<file path="config.mk">
export PLATFORM = sky130hd
export DESIGN_NAME = mem_arbiter
export DESIGN_NICKNAME = d
export VERILOG_FILES = /design/src/rtl/mem_arb_pkg.sv /design/src/rtl/mem_arbiter_rr_pick2.sv /design/src/rtl/mem_arbiter.sv
export SDC_FILE = /design/constraint.sdc
export NUM_CORES = 1
export LEC_CHECK = 0
export CAP_MARGIN = 20
export CORE_AREA = 2 2 97 99
export CTS_BUF_LIST = sky130_fd_sc_hd__clkbuf_2 sky130_fd_sc_hd__clkbuf_4 sky130_fd_sc_hd__clkbuf_8
export DETAILED_ROUTE_END_ITERATION = 7
export DIE_AREA = 0 0 99 101
export GPL_TIMING_DRIVEN = 0
export PLACE_DENSITY_LB_ADDON = 0.08
export RECOVER_POWER = 25
export SETUP_SLACK_MARGIN = 0.3
export SLEW_MARGIN = 25
export SYNTH_ARGS = -nofsm -noshare
export SYNTH_HDL_FRONTEND = slang
export SYNTH_SLANG_ARGS = --single-unit
</file>
<file path="constraint.sdc">
create_clock -name clk -period 3.2 [get_ports clk]
set_input_delay 0.48 -clock clk [delete_from_list [all_inputs] [get_ports clk]]
set_output_delay 0.48 -clock clk [all_outputs]
set_load 0.05 [all_outputs]
</file>
<file path="src/rtl/mem_arb_pkg.sv">
// mem_arb_pkg: shared defaults and types for the RAM arbiter
package mem_arb_pkg;
    localparam int DEF_DATA_W = 32;
    localparam int DEF_RAM_AW = 12;
    typedef enum logic {OWN_IF, OWN_D} owner_t;
    typedef struct packed {
        logic   valid;
        owner_t owner;
        logic   is_read;
        logic   err;
    } rsp_slot_t;
endpackage

</file>
<file path="src/rtl/mem_arbiter_rr_pick2.sv">
// rr_pick2: two-way round-robin pick with the last-grant flop
module rr_pick2
    import mem_arb_pkg::*;
(
    input  logic clk,
    input  logic rst_n,
    input  logic req_if,
    input  logic req_d,
    output logic gnt_if,
    output logic gnt_d
);
    owner_t last_grant;
    // on contention the side that was not granted last wins
    always_comb begin
        gnt_if = req_if && (!req_d || last_grant == OWN_D);
        gnt_d  = req_d && (!req_if || last_grant == OWN_IF);
    end
    // remember the winner; reset favours fetch on the first contention
    always_ff @(posedge clk or negedge rst_n) begin
        if (!rst_n)
            last_grant <= OWN_D;
        else if (gnt_if || gnt_d)
            last_grant <= gnt_d ? OWN_D : OWN_IF;
    end
endmodule

</file>
<file path="src/rtl/mem_arbiter.sv">
// mem_arbiter: shares one synchronous RAM port between fetch and load/store
module mem_arbiter
    import mem_arb_pkg::*;
#(
    parameter int DATA_W = DEF_DATA_W,
    parameter int RAM_AW = DEF_RAM_AW,
    parameter int ADDR_W = 32
) (
    input  logic              clk,
    input  logic              rst_n,
    input  logic              if_valid,
    output logic              if_ready,
    input  logic [ADDR_W-1:0] if_addr,
    output logic              if_rsp_valid,
    output logic [DATA_W-1:0] if_rsp_data,
    output logic              if_rsp_err,
    input  logic              d_valid,
    output logic              d_ready,
    input  logic              d_we,
    input  logic [ADDR_W-1:0] d_addr,
    input  logic [DATA_W-1:0] d_wdata,
    output logic              d_rsp_valid,
    output logic [DATA_W-1:0] d_rsp_data,
    output logic              d_rsp_err,
    output logic              ram_en,
    output logic              ram_we,
    output logic [RAM_AW-1:0] ram_addr,
    output logic [DATA_W-1:0] ram_wdata,
    input  logic [DATA_W-1:0] ram_rdata
);
    logic              gnt_if, gnt_d, gnt, in_range, rd_ok;
    logic [ADDR_W-1:0] sel_addr;
    rsp_slot_t         slot;

    rr_pick2 u_pick (
        .clk    (clk),
        .rst_n  (rst_n),
        .req_if (if_valid && rst_n),
        .req_d  (d_valid && rst_n),
        .gnt_if (gnt_if),
        .gnt_d  (gnt_d)
    );

    // route the granted request to the RAM; out-of-range grants leave the RAM idle
    always_comb begin
        sel_addr  = gnt_d ? d_addr : if_addr;
        in_range  = sel_addr[ADDR_W-1:RAM_AW] == '0;
        gnt       = gnt_if || gnt_d;
        if_ready  = gnt_if;
        d_ready   = gnt_d;
        ram_en    = gnt && in_range;
        ram_we    = ram_en && gnt_d && d_we;
        ram_addr  = sel_addr[RAM_AW-1:0];
        ram_wdata = d_wdata;
    end

    // capture who owns next cycle's response and what kind it is
    always_ff @(posedge clk or negedge rst_n) begin
        if (!rst_n)
            slot <= '0;
        else
            slot <= '{valid: gnt, owner: gnt_d ? OWN_D : OWN_IF,
                      is_read: gnt_if || !d_we, err: !in_range};
    end

    // steer RAM read data to the owner; everything else reads as zero
    always_comb begin
        rd_ok        = slot.valid && slot.is_read && !slot.err;
        if_rsp_valid = slot.valid && slot.owner == OWN_IF;
        d_rsp_valid  = slot.valid && slot.owner == OWN_D;
        if_rsp_data  = (if_rsp_valid && rd_ok) ? ram_rdata : '0;
        d_rsp_data   = (d_rsp_valid && rd_ok) ? ram_rdata : '0;
        if_rsp_err   = if_rsp_valid && slot.err;
        d_rsp_err    = d_rsp_valid && slot.err;
    end
endmodule
</file>
Yosys cells after proc, flatten, opt, wreduce, memory -nomap -nowiden

Cells that the tools add are included.

Register bits: 5
Bits in latches: 0
Memory bits (writable): 0
Memory bits (read-only): 0
Memories kept: 0

$add $sub $neg: 0
Multipliers: 0
Div/mod/pow operators: 0
$lt $le $gt $ge: 0
Equal/unequal tests: 0
Shifts and indexed selects: 0
Mux-type cells: 4
Bitwise logic cells: 2
Reduce and logical (&&, ||, !) cells: 25

Operators with widths:

| kind               | number |
|---|---|
| 32-bit two-way mux | 3 |
| 20-bit zero test   | 1 |
| 1-bit logical AND  | 15 |
| 1-bit zero test    | 5 |
| 1-bit logical OR   | 4 |
| 1-bit NOT          | 2 |
| 1-bit two-way mux  | 1 |

Longest topological paths before layout

Depth after elaboration: 9
Mapped depth: 6

Modules after synthesis

From an unflattened synthesis, not the netlist that was laid out.

Cells, all modules: 155
Area total of the unflattened synthesis: 1148.6 µm²

Modules (own cells, without submodules):

| module      | instances | cells each | area an instance (µm²) | sequential area each (µm²) |
|---|---|---|---|---|
| mem_arbiter | 1         | 149        | 1094.8                 | 100.1 |
| rr_pick2    | 1         | 6          | 53.8                   | 26.3 |

Worst setup path before layout

OpenSTA, ideal clock, no wires.

Kind: register -> output
Start point: register slot[2] in the netlist's numbering
End point: output port if_rsp_data[0]
Arrival: 2.086 ns
Data required time: 2.720 ns
Slack: 0.634 ns
Cell stages (with the launch flop): 5
Cells stage by stage: dfrtp_1 -> nor2b_1 -> and3b_1 -> clkbuf_1 -> and2_1

Word-level cells in the longest chain between the ends: 4

RTL lines:

| what                   | line              | source |
|---|---|---|
| from (decl)            | mem_arbiter.sv:33 | `rsp_slot_t slot;` |
| from (signal assigned) | mem_arbiter.sv:62 | `slot <= '{valid: gnt, owner: gnt_d ? OWN_D : OWN_IF,` |
| 1-bit NOT              | mem_arbiter.sv:69 | `if_rsp_valid = slot.valid && slot.owner == OWN_IF;` |
| 1-bit logical AND      | mem_arbiter.sv:69 |  |
| via if_rsp_valid       | mem_arbiter.sv:14 | `output logic if_rsp_valid,` |
| 1-bit logical AND      | mem_arbiter.sv:71 | `if_rsp_data = (if_rsp_valid && rd_ok) ? ram_rdata : '0;` |
| 32-bit two-way mux     | mem_arbiter.sv:71 |  |
| to (decl)              | mem_arbiter.sv:15 | `output logic [DATA_W-1:0] if_rsp_data,` |

The timed path passes the listed nets, and every way through them passes these cells.

Worst setup path in the final report

Start point: input port if_addr[28]
End point: output port ram_en

Word-level cells in the longest chain between the ends: 3

RTL lines:

| what               | line              | source |
|---|---|---|
| from (decl)        | mem_arbiter.sv:13 | `input logic [ADDR_W-1:0] if_addr,` |
| 32-bit two-way mux | mem_arbiter.sv:46 | `sel_addr = gnt_d ? d_addr : if_addr;` |
| 20-bit zero test   | mem_arbiter.sv:47 | `in_range = sel_addr[ADDR_W-1:RAM_AW] == '0;` |
| 1-bit logical AND  | mem_arbiter.sv:51 | `ram_en = gnt && in_range;` |
| to (decl)          | mem_arbiter.sv:25 | `output logic ram_en,` |

No other way between the ends.

==> results.toml <==
[status]
status = "finished clean"

[detailed_routing]
wl_per_cell_um = 12.25
drt_iter0_drc = 7
drc = 0
first_pass_iters = 4
antenna_left = 0
postRouteWirelength_mm = 6.260
routed_via_density = 3.742
vias = 1912

[yosys]
postSynthAreaPerCell_sq_um = 6.451
synth_warnings = 0
netlist_area_sq_mm = 0.001161
synth_top_area_cell = "and2_1"
synthCells = 180
synth-seq-cells = 5
synth.area.top_cells = "and2_1, buf_4, nand2_1"
syn_nets = 313
synth_cell_type_count = 21
synth_top_area_share_pct = 35.56
ys_seq_area_share_pct = 10.88

[timing]
hold_viol_final = 0
setup_viol = 0
maxSlewHeadroom_pct = 62.96
fmax_ghz = 0.3410
whs_ns = 0.1824
rsz0062_at_grt = "no"
period_share_pct = 91.66
tightest_slew_ns = 0.5538
tns_ns = 0
finalCriticalPeriod_ns = 2.933
final-max-slew-violation-count = 0
skew_ns = 0.0002683

[worst_setup_path]
reg2reg_from = "u_pick.last_grant"
crit_arrival_ns = 2.45
cp.required_ns = 2.72
cp_max_fo = 2
crit_chain = "dlygate4sd3_1, or4_1, nor4_1, o21a_1, clkdlybuf4s15_2"
slowest_delay_ns = 0.54
startpoint = "if_addr[28]"
path_class = "in2out"
critPathLaunchType = "primary input"
end_kind = "output port"
crit_slowest_cell = "dlygate4sd3_1"

[global_routing]
grt_pass1_vias = 1903
grt.total_usage_pct = 10.99
overflow = 0
grt_start_max_net_pins = 12
antenna_found_initial = 0
grt_pass1_wl_mm = 9.059

[pwr]
switchingPower_mw = 0.2321
power.total_mw = 0.5878
pwr-share-comb_pct = 67.0
p_leak_nw = 2.445
cellPowerDensity_mw_per_mm2 = 162.6
swShare_pct = 39.49
power_frac_seq_pct = 12.1
power.internal_mw = 0.3557
clkPwrFrac_pct = 20.8
peakVddDrop_v = 0.00008086

[die]
start_util_pct = 12.93
fp-row-count = 35
ios = 249
core_sq_mm = 0.008977
die_area_sq_mm = 0.009999
dieHeight_um = 101
die_w_um = 99

[final_layout]
n_antenna_cell = 0
layout_common_cells = "clkdlybuf4s50_1, and2_1, dlymetal6s2s_1, nand2_1, buf_4"
drive_gt1_share_pct = 13.25
final_common_cell = "clkdlybuf4s50_1"
nets = 534
area.growth.synth_to_final_pct = 211.4
instances_no_fill = 511
fillCellCount = 930

[cts]
cts-root-buf = "clkbuf_8"
cts_tree = "done"
numCtsBuffers = 3
cts_buffer_depth = 2
postCtsHoldBufs = 0
cts_num_sinks = 5
clk_latency_ns = 0.22
cts_setup_buffers = 0
htreeDepth = 1
clkSlewWorstSetupHoldPaths_ns = 0.03

[place]
dpl.hpwl_mm = 5.571
dp_cells = 507
io_buffer_count = 216
place.gp.congestion = 0.7794

[run]
maxCapViolations = 0

[hold_path]
hold_path_class = "in2async"
## layer usage
metal  share of wire [%]  wire [um]  global-route usage, %
met5                   0          0                      0
met2                  54       3355                  21.88
met1                  36       2234                  11.72
met3                  11        670                  2.705
met4                   0          0                  1.897
## area by class of cell
cell class              instances  area, sq um  area share (%)
clock buffers                   4        48.80           1.349
multi-input cells             132        753.2           20.83
repair buffers                216         2267           62.70
plain buffers                  40        270.3           7.474
flip-flops and latches          5        126.4           3.495
well taps                     111        138.9           3.841
inverters                       3        11.26          0.3114
## sequential cells by signal (all words and copies together), names as in the netlist
signal             cells
u_pick.last_grant      1
slot                   4
## through the flow
stage                     setup WS [ns]  area, sq um  utilization (%)
after floorplan                  0.6343         1161                -
after global placement          -0.2284         3462            38.56
final                            0.2670         3616            40.28
after global routing             0.1733         3616            40.28
after CTS                        0.2230         3506            39.05
after detailed placement        -0.2620         3462            38.56
## synth_stat cells
master,count
and3_1,2
nand2_1,42
inv_2,1
a21oi_1,1
or4_1,1
o21ai_0,2
nor2b_1,1
and3b_1,2
nand3_4,1
dfrtp_1,4
clkbuf_1,8
or4_4,1
nand2b_1,1
and2_1,66
nor4_4,1
dfstp_2,1
nor2_1,1
buf_4,32
nor4_1,9
inv_1,2
o21a_1,1
## kinds of logic after synthesis
logic type             share of synthesized area, %
AO/OA/AOI/OAI                                 1.940
flip-flops                                    10.88
AND/OR/NAND/NOR                               62.93
buffers and inverters                         24.25
## power by group through the flow
stage	Clock, mW	Combinational, mW	Sequential, mW
after floorplan	0	0.204	0.0712
after global placement	0	0.408	0.0721
after detailed placement	0	0.411	0.0722
after CTS	0.127	0.406	0.0715
after global routing	0.131	0.417	0.0719
final	0.123	0.394	0.0713
## what timing repair did
item / in CTS / in global routing
resized for setup: 46 / 57
endpoints found under the hold margin: 0 / 0
endpoints found under the setup margin: 25 / 63
## critical path: cells and delay by family
| family | cells | cell delay (ns) |
|---|---|---|
| simple gates | 2 | 0.89 |
| buf+inv | 2 | 0.92 |
| compound gates | 1 | 0.16 |
## worst paths after layout
| check | slack, ns | end | depth (start not counted) |
|---|---|---|---|
| max in group asynchronous | 2.68 | u_pick.last_grant | 1 |
| min in group clk | 0.50 | u_pick.last_grant | 2 |
| setup reg to reg | 1.78 | slot[0] | 5 |
| setup / recovery | 0.27 | ram_en | 5 |
| hold reg to reg | 0.50 | u_pick.last_grant | 2 |
| hold / removal | 0.18 | slot[2] | 1 |
Power figures use the tool's default switching activity.
